`src/rtl/apb_pkg.sv`:
```
// Shared APB encodings used across the fabric (interconnect and completers).
package apb_pkg;

    typedef enum logic {
        PWRITE_READ  = 1'b0,
        PWRITE_WRITE = 1'b1
    } pwrite_t;

    typedef enum logic {
        PPROT1_SECURE    = 1'b0,
        PPROT1_NONSECURE = 1'b1
    } pprot1_t;

    typedef struct packed {
        logic    instr;
        pprot1_t nonsecure;
        logic    privileged;
    } pprot_t;

    typedef enum logic {
        PSLVERR_OKAY  = 1'b0,
        PSLVERR_ERROR = 1'b1
    } pslverr_t;

endpackage

```
`src/rtl/apb_reg_completer_pkg.sv`:
```
// Types and helpers for the APB register completer; the shared APB
// encodings (pwrite_t, pprot_t, pslverr_t) come from apb_pkg.
package apb_reg_completer_pkg;
    import apb_pkg::*;

    localparam int APB_DATA_W = 32;
    localparam int APB_STRB_W = 4;

    typedef enum logic [1:0] {
        IDLE = 2'd0,
        WAIT = 2'd1,
        RESP = 2'd2
    } apb_cmp_state_t;

    // Byte-lane merge: lanes with a set strobe take the new data.
    function automatic logic [APB_DATA_W-1:0] merge_strb(
        input logic [APB_DATA_W-1:0] cur,
        input logic [APB_DATA_W-1:0] wdata,
        input logic [APB_STRB_W-1:0] strb
    );
        logic [APB_DATA_W-1:0] res;
        res = cur;
        for (int b = 0; b < APB_STRB_W; b++) begin
            if (strb[b]) begin
                res[8*b +: 8] = wdata[8*b +: 8];
            end else begin
                res[8*b +: 8] = cur[8*b +: 8];
            end
        end
        return res;
    endfunction

endpackage

```
`src/rtl/apb_reg_bank.sv`:
```
// Register array for the APB completer: strobed writes, write-pulse
// generation and the read multiplexer.
module apb_reg_bank
    import apb_reg_completer_pkg::*;
#(
    parameter int NUM_REGS = 8,
    parameter int IDX_W    = 3
) (
    input  logic                           clk,
    input  logic                           rst,
    input  logic                           wr_en,
    input  logic [IDX_W-1:0]               wr_idx,
    input  logic [APB_DATA_W-1:0]          wr_data,
    input  logic [APB_STRB_W-1:0]          wr_strb,
    input  logic [IDX_W-1:0]               rd_idx,
    output logic [APB_DATA_W-1:0]          rd_data,
    output logic [NUM_REGS*APB_DATA_W-1:0] reg_q,
    output logic [NUM_REGS-1:0]            reg_wr
);

    logic [NUM_REGS-1:0][APB_DATA_W-1:0] regs_r;
    logic [NUM_REGS-1:0]                 wr_pulse_r;

    // Register storage and one-cycle write pulses.
    always_ff @(posedge clk) begin
        if (rst) begin
            regs_r     <= '0;
            wr_pulse_r <= '0;
        end else begin
            wr_pulse_r <= '0;
            if (wr_en) begin
                regs_r[wr_idx]     <= merge_strb(regs_r[wr_idx], wr_data, wr_strb);
                wr_pulse_r[wr_idx] <= 1'b1;
            end
        end
    end

    // Read mux; indices past the bank read as zero.
    always_comb begin
        rd_data = '0;
        if (32'(rd_idx) < NUM_REGS) begin
            rd_data = regs_r[rd_idx];
        end else begin
            rd_data = '0;
        end
    end

    assign reg_q  = regs_r;
    assign reg_wr = wr_pulse_r;

endmodule

```
`src/rtl/apb_reg_completer.sv`:
```
// APB4 completer over a bank of 32-bit registers with wait states and PSLVERR.
// Define APB_REG_COMPLETER_PROT_CHECK_EN to reject non-secure access to SECURE_MASK registers.
module apb_reg_completer
    import apb_pkg::*;
    import apb_reg_completer_pkg::*;
#(
    parameter int                  ADDR_W      = 12,
    parameter int                  NUM_REGS    = 8,
    parameter int                  WAIT_STATES = 0,
    parameter logic [NUM_REGS-1:0] SECURE_MASK = '0
) (
    input  logic                           pclk,
    input  logic                           preset,
    input  logic                           psel,
    input  logic                           penable,
    input  logic                           pwrite,
    input  logic [ADDR_W-1:0]              paddr,
    input  logic [APB_DATA_W-1:0]          pwdata,
    input  logic [APB_STRB_W-1:0]          pstrb,
    input  logic [2:0]                     pprot,
    output logic [APB_DATA_W-1:0]          prdata,
    output logic                           pready,
    output logic                           pslverr,
    output logic [NUM_REGS*APB_DATA_W-1:0] reg_q,
    output logic [NUM_REGS-1:0]            reg_wr
);

    localparam int IDX_W = (NUM_REGS > 1) ? $clog2(NUM_REGS) : 1;

    apb_cmp_state_t        state_r;
    logic [3:0]            cnt_r;
    logic [ADDR_W-1:0]     addr_r;
    pwrite_t               write_r;
    logic [APB_DATA_W-1:0] wdata_r;
    logic [APB_STRB_W-1:0] strb_r;
    logic                  pready_r;
    pslverr_t              pslverr_r;
    logic [APB_DATA_W-1:0] prdata_r;

    logic [31:0]           word_s;
    logic [IDX_W-1:0]      idx_s;
    logic                  range_err_s;
    logic                  sec_err_s;
    pslverr_t              err_s;
    logic                  commit_s;
    logic [APB_DATA_W-1:0] rd_data_s;

`ifdef APB_REG_COMPLETER_PROT_CHECK_EN
    pprot_t                prot_r;

    // Latched protection attributes for the secure-register check.
    always_ff @(posedge pclk) begin
        if (preset) begin
            prot_r <= '0;
        end else if (state_r == IDLE && psel && !penable) begin
            prot_r <= pprot_t'(pprot);
        end else begin
            prot_r <= prot_r;
        end
    end
`else
    logic unused_s;
    assign unused_s = ^{pprot, SECURE_MASK};
`endif

    // Address and protection decode from the latched setup-phase values.
    always_comb begin
        word_s      = 32'(addr_r[ADDR_W-1:2]);
        idx_s       = word_s[IDX_W-1:0];
        range_err_s = (addr_r[1:0] != 2'b00) || (word_s >= 32'(NUM_REGS));
`ifdef APB_REG_COMPLETER_PROT_CHECK_EN
        sec_err_s   = !range_err_s && (prot_r.nonsecure == PPROT1_NONSECURE) && SECURE_MASK[idx_s];
`else
        sec_err_s   = 1'b0;
`endif
        if (range_err_s || sec_err_s) begin
            err_s = PSLVERR_ERROR;
        end else begin
            err_s = PSLVERR_OKAY;
        end
        commit_s = (state_r == RESP) && (write_r == PWRITE_WRITE) && (err_s == PSLVERR_OKAY);
    end

    apb_reg_bank #(
        .NUM_REGS (NUM_REGS),
        .IDX_W    (IDX_W)
    ) u_bank (
        .clk     (pclk),
        .rst     (preset),
        .wr_en   (commit_s),
        .wr_idx  (idx_s),
        .wr_data (wdata_r),
        .wr_strb (strb_r),
        .rd_idx  (idx_s),
        .rd_data (rd_data_s),
        .reg_q   (reg_q),
        .reg_wr  (reg_wr)
    );

    // Transfer FSM; response outputs are registered and nonzero only in RESP.
    always_ff @(posedge pclk) begin
        if (preset) begin
            state_r   <= IDLE;
            cnt_r     <= 4'd0;
            addr_r    <= '0;
            write_r   <= PWRITE_READ;
            wdata_r   <= '0;
            strb_r    <= '0;
            pready_r  <= 1'b0;
            pslverr_r <= PSLVERR_OKAY;
            prdata_r  <= '0;
        end else begin
            case (state_r)
                IDLE: begin
                    pready_r  <= 1'b0;
                    pslverr_r <= PSLVERR_OKAY;
                    prdata_r  <= '0;
                    // penable without a preceding setup phase is ignored.
                    if (psel && !penable) begin
                        addr_r  <= paddr;
                        write_r <= pwrite_t'(pwrite);
                        wdata_r <= pwdata;
                        strb_r  <= pstrb;
                        cnt_r   <= 4'(WAIT_STATES);
                        state_r <= WAIT;
                    end else begin
                        state_r <= IDLE;
                    end
                end
                WAIT: begin
                    if (!psel) begin
                        state_r <= IDLE;
                    end else if (cnt_r == 4'd0) begin
                        pready_r  <= 1'b1;
                        pslverr_r <= err_s;
                        if (write_r == PWRITE_READ && err_s == PSLVERR_OKAY) begin
                            prdata_r <= rd_data_s;
                        end else begin
                            prdata_r <= '0;
                        end
                        state_r <= RESP;
                    end else begin
                        cnt_r <= cnt_r - 4'd1;
                    end
                end
                RESP: begin
                    pready_r  <= 1'b0;
                    pslverr_r <= PSLVERR_OKAY;
                    prdata_r  <= '0;
                    state_r   <= IDLE;
                end
                default: begin
                    pready_r  <= 1'b0;
                    pslverr_r <= PSLVERR_OKAY;
                    prdata_r  <= '0;
                    state_r   <= IDLE;
                end
            endcase
        end
    end

    assign pready  = pready_r;
    assign pslverr = pslverr_r;
    assign prdata  = prdata_r;

endmodule

```
`config.mk`:
```
export PLATFORM = sky130hd
export DESIGN_NAME = apb_reg_completer
export DESIGN_NICKNAME = d
export VERILOG_FILES = /design/src/rtl/apb_pkg.sv /design/src/rtl/apb_reg_completer_pkg.sv /design/src/rtl/apb_reg_bank.sv /design/src/rtl/apb_reg_completer.sv
export SDC_FILE = /design/constraint.sdc
export NUM_CORES = 1
export LEC_CHECK = 0
export CELL_PAD_IN_SITES_DETAIL_PLACEMENT = 0
export CELL_PAD_IN_SITES_GLOBAL_PLACEMENT = 1
export CORE_MARGIN = 2
export CORE_UTILIZATION = 39
export CTS_BUF_LIST = sky130_fd_sc_hd__clkbuf_16
export CTS_CLUSTER_DIAMETER = 100
export DETAILED_ROUTE_END_ITERATION = 16
export GPL_TIMING_DRIVEN = 0
export PLACE_DENSITY = 0.8
export SLEW_MARGIN = 20
export SYNTH_ARGS = -nofsm -noshare
export SYNTH_HDL_FRONTEND = slang
export SYNTH_SLANG_ARGS = --single-unit
```
`constraint.sdc`:
```
create_clock -name pclk -period 2 [get_ports pclk]
set_input_delay 0.4 -clock pclk [delete_from_list [all_inputs] [get_ports pclk]]
set_output_delay 0.4 -clock pclk [all_outputs]
set_load 0.1 [all_outputs]
```
After elaboration in Yosys (flattened, before gate mapping)
Cells that the tools add are included.

storage, ports and cells
  bits in registers = 353
  bits of input ports = 56
  output and inout bits = 298

operators by class
  add/subtract/negate cells = 1
  order comparisons = 3
  equal/unequal tests = 6
  multiplexer cells = 29
  bitwise logic cells = 4
  reduce and logical (&&, ||, !) cells = 16

operators with widths
  cell                                                                    number
  256-bit bitwise mux                                                     1
  32-bit binary-select mux with 3-bit select                              1
  32-bit demux with 3-bit select                                          1
  32-bit 2-to-1 mux                                                       3
  8-bit 2-to-1 mux                                                        12
  4-bit 2-to-1 mux                                                        3
  10-bit by 4-bit >= comparator with 1-bit output, second input constant  1
  4-bit case mux with 2 select lines                                      1
  2-bit inequality test, second input constant                            3
  1-bit logical AND                                                       5
  4-bit logical NOT                                                       1
  3-bit by 4-bit < comparator with 1-bit output, second input constant    1
  2-bit 2-to-1 mux                                                        2
  1-bit inverter                                                          4
  2-bit case mux with 2 select lines                                      1
  2-bit AND reduction                                                     2
  4-bit AND reduction                                                     1
  2-bit nonzero test                                                      2
  2-bit OR reduction                                                      2
  4-bit by 1-bit subtractor with 4-bit output, second input constant      1
  1-bit demux with 3-bit select                                           1
  3-bit by 1-bit >= comparator with 1-bit output, second input constant   1
  1-bit 2-to-1 mux                                                        3
  3-bit inequality test, second input constant                            1
  5 further kinds                                                         5

Longest topological paths before layout
  depth in word-level cells = 8
  mapped depth = 8
  gate-level depth less buffers = 6

Modules after synthesis
A second synthesis with hierarchy kept.

second synthesis, totals
  cells, all modules = 2078
  area, all modules = 18438.9 um^2

modules (own cells, without submodules)
  module             instances  cells an instance  area each (um^2)
  apb_reg_bank       1          1673               15015.7
  apb_reg_completer  1          405                3423.3

Worst setup path after synthesis
No wires, ideal clock.

  path kind = register to register
  from = register u_bank.regs_r (netlist bit u_bank.reg_q[254])
  to = register u_bank.regs_r (netlist bit u_bank.reg_q[30])
  arrival = 1.797 ns
  data required time = 1.868 ns
  slack = 0.071 ns
  cell stages (with the launch flop) = 5
  path buffers = 0
  clock period less this slack = 1.929 ns
  path through = dfxtp_1 -> mux4_2 -> mux2_2 -> o2111ai_1 -> a21oi_1

between the ends
  cells in the longest elaborated chain, start to end = 6

ends and longest elaborated chain
  item                                        RTL line                     source
  from (decl)                                 apb_reg_bank.sv:21           logic [NUM_REGS-1:0][APB_DATA_W-1:0] regs_r;
  from (signal, indexed assignment)           apb_reg_bank.sv:32           regs_r[wr_idx] <= merge_strb(regs_r[wr_idx], wr_data, wr_strb);
  32-bit binary-select mux with 3-bit select  apb_reg_bank.sv:32
  32-bit 2-to-1 mux (implied by the code)     apb_reg_bank.sv:32
  8-bit 2-to-1 mux                            apb_reg_completer_pkg.sv:24  if (strb[b]) begin
  8-bit 2-to-1 mux                            apb_reg_bank.sv:31           if (wr_en) begin
  8-bit 2-to-1 mux                            apb_reg_bank.sv:26           if (rst) begin
  256-bit bitwise mux                         apb_reg_bank.sv:32

Every way passes these cells. The select of a mux whose other input is x is not followed.
A chain may end at the register's enable or synchronous reset.

Worst setup path in the final report
  from = register addr_r[2]
  to = register u_bank.regs_r (netlist bit u_bank.reg_q[246])

between the ends
  cells in the longest elaborated chain, start to end = 6
  elaborated cells on any way between the ends = 16
  classes of those cells = 3 x order compare; 9 x mux; 1 x bitwise; 3 x reduce/logical

ends and longest elaborated chain
  item                                        RTL line                     source
  from (decl)                                 apb_reg_completer.sv:32      logic [ADDR_W-1:0] addr_r;
  from (signal assigned)                      apb_reg_completer.sv:120     addr_r <= paddr;
  32-bit binary-select mux with 3-bit select  apb_reg_bank.sv:32
  32-bit 2-to-1 mux (implied by the code)     apb_reg_bank.sv:32
  8-bit 2-to-1 mux                            apb_reg_completer_pkg.sv:24
  8-bit 2-to-1 mux                            apb_reg_bank.sv:31
  8-bit 2-to-1 mux                            apb_reg_bank.sv:26
  256-bit bitwise mux                         apb_reg_bank.sv:32

Several ways; a longest one is shown, not always the timed one. The select of a mux whose other input is x is not followed.

==> results by group <==
Placement
  • Final Wtd Congestion: 0.947
  • Post-DP HPWL: around 57 mm
  • Placed cells: 2614
  • IO buf count: 350

CTS
  • CTS Hold Bufs: 0
  • Worst-skew pair later-pin latency: 0.55 ns
  • CTS max path bufs: 3
  • Clock transition at the registers of the reported paths: 0.06 ns
  • CTS H-tree lvls: 2
  • TritonCTS clock tree: yes
  • Num Clock Sinks: between 300 and 400
  • Root buf cell: clkbuf_16
  • Num CTS Buffers: 40

Floorplan
  • Die Ht: 208 um
  • Starting density of the core: 39.7%
  • Die Footprint: 43400 um^2
  • IO Pins: 354
  • Row count: 74
  • Die X: roughly 210 um
  • Core area: approximately 41000 um^2

Drt
  • DR WL met2: 37.0 mm
  • Met1 WL: 31.5 mm
  • DRT iter0 DRCs: between 2k and 2.5k
  • Total Wirelength: 84.3 mm
  • Top Metal Used: met4
  • Routed wire length per instance: 30.8 um
  • Wire length on met3: 10.7 mm
  • Final ANT Viol Nets: 0
  • Vias: ~19k
  • # DRC: 0
  • Vias per inst: just under 7
  • 1st-pass router iterations: 6

Global routing
  • GRT Overall Usage: 37.5%
  • GR Overflow Total: 0
  • Largest net degree at the start of global routing: 21
  • Vias in the first global route: 18.2k
  • Initial antenna violation count: 0
  • First-pass GRT wire length: between 100 and 150 mm

Worst setup path
  • Origin of the worst setup path: addr_r[2]
  • Setup crit end kind: flop
  • Worst EP arrival: ~2.5 ns
  • Critical Path Start Type: flop
  • CP max FO: 7
  • FF-to-FF Start: addr_r[2]
  • CP Data Required Time: 2.39 ns
  • Setup CP Type: reg2reg

Yosys
  • Synth Net Count: 1789
  • Syn_area_per_cell: 9.40 um^2
  • Cell Area, Synth: 16300 um^2
  • Mapped Cells: ~1.7k
  • Flops & latches, synth: 353
  • Post-synthesis sequential area ratio: 43.4%
  • Number of flops mapped to enable cells by yosys: 0
  • Cell variety after synth: 47
  • Area leader, netlist: dfxtp_1
  • Ys async rst share: 0%
  • Top FF cell, synth: dfxtp_1
  • Most area-consuming cells after synthesis: dfxtp_1 43%, o2111ai_1 12%, a21oi_1 9.4%
  • Syn. warnings: 0
  • Top cell type's share of synthesized area: 43.4%

Timing
  • Final worst setup slack: -0.112 ns
  • Clock skew: 0.0124 ns
  • Post-layout min period: 2.11 ns
  • Final Max Tran Viols: 0
  • Slew headroom: 31.1%
  • Worst-Margin Slew: around 1.0 ns
  • Final period util: 106%
  • Setup TNS: -1.57 ns
  • Final setup violation count: ~80
  • Hold_ws: 0.393 ns
  • Maximum clock rate: 474 MHz
  • RSZ-0062 raised after global routing: yes
  • Endpoints failing hold: 0

Cells and area
  • Number of diodes: 0
  • Layout overhead on the synthesized area: 52.9%
  • Fraction of layout cells with a size suffix above 1: between 40% and 50%
  • Fin util: 60.7%
  • Layout Cells excl Fill: 2735
  • Most common cell after layout, fill and taps aside: dfxtp_1
  • Filler Cell Count: roughly 3.5k
  • Layout net count: 2232
  • Most frequent cells in the layout: 348 x dfxtp_1, 286 x clkdlybuf4s15_2, 274 x a21oi_1

Min path
  • HP Class: in2reg
  • Hold Crit Start: pwdata[5]

Power
  • Power per cell area: 634 nW/um^2
  • Worst ir drop on vdd: 0.000431 V
  • Static Leak: 0.00765 uW

Flow run
  • Max-Cap Viols: 0

Outcome
  • Violated checks: setup timing
  • Status: finished, violations left
[cell usage after synthesis, types with 2 or more instances]
library cell and number:
o2111ai_1 224, nor2b_1 4, nand2b_1 35, and4bb_2 2, clkbuf_1 149, a21oi_1 306, buf_4 6, nor2_1 10
inv_1 2, o21ai_0 225, nor3_1 8, a22o_1 33, buf_2 43, nand2_1 132, mux2_4 25, dfxtp_1 353
buf_6 5, o211ai_1 32, nand3_1 2, mux4_2 64, clkbuf_2 33, and4_1 3, buf_1 4, nand4_1 3
mux2_2 7
[registers in the layout (all words and copies together), names as in the netlist]
signal         cells
u_bank.reg_q     256
prdata            32
write_r            1
wdata_r           32
pready             1
u_bank.reg_wr      8
pslverr            1
strb_r             4
state_r            2
addr_r            12
cnt_r              4
[per-stage QoR]
step / setup WS [ns] / total power, uW / cell area [um^2]
2_1_floorplan: 0.0707 / 7890 / 16300
3_3_place_gp: -1.07 / 8410 / 20400
3_5_place_dp: -1.20 / 8420 / 20400
4_1_cts: -0.158 / 15700 / 24600
5_1_grt: -0.126 / 16100 / 24900
6_report: -0.112 / 15800 / 24900
[what timing repair did]
item                                    in CTS  in global routing
gates cloned                                39                  0
resized for setup                         1319                235
pin swaps                                  130                 37
endpoints found under the setup margin     625                339
setup buffers                               23                  9
[path summary, 6_finish.rpt]
kind,slack (ns),depth (start not counted),endpoint
max,-0.11,6,u_bank.reg_q[246]
min,0.39,3,wdata_r[5]
max reg2reg,-0.11,6,u_bank.reg_q[246]
min reg2reg,0.45,2,wdata_r[30]
[power breakdown]
group	leakage [uW]	internal [uW]	switching, uW	total (uW)
clock	0.000645	4070	3090	7160
combinational	0.00415	436	1040	1480
sequential	0.00285	7080	55.5	7140
[critical path: stages (launching register included)]
cell	delay (ns)
dfxtp_4	0.40
buf_12	0.16
buf_12	0.15
mux4_2	0.53
mux2_4	0.33
o211ai_1	0.27
a21oi_1	0.11
[layer usage]
metal | GRT usage (%) | up-vias
met5 | 0 | -
met4 | 20.3 | 0
met3 | 10.9 | 330
met2 | 57.4 | 1518
met1 | 47.7 | 9174
li1 | - | 7624
[cell type report]
class / instances / area [um^2] / share of cell area [%]
multi-input combinational: 1168 / 10100 / 40.8
sequential: 353 / 7080 / 28.4
timing repair buffer: 382 / 4250 / 17.1
buffer: 228 / 1530 / 6.15
clock buffer: 41 / 1030 / 4.12
tap: 532 / 666 / 2.67
clock inverter: 29 / 194 / 0.779
inverter: 2 / 7.51 / 0.0302
[kinds of logic after synthesis]
kind of cell	Yosys count	share of synthesized area, %
AND/OR/NAND/NOR	214	6.39
flip-flops	353	43.4
buffers and inverters	242	6.53
AO/OA/AOI/OAI	825	31.9
multiplexers	97	11.7
adder cells (fa/ha/maj)	1	0.0769
Power figures use the tool's default switching activity.
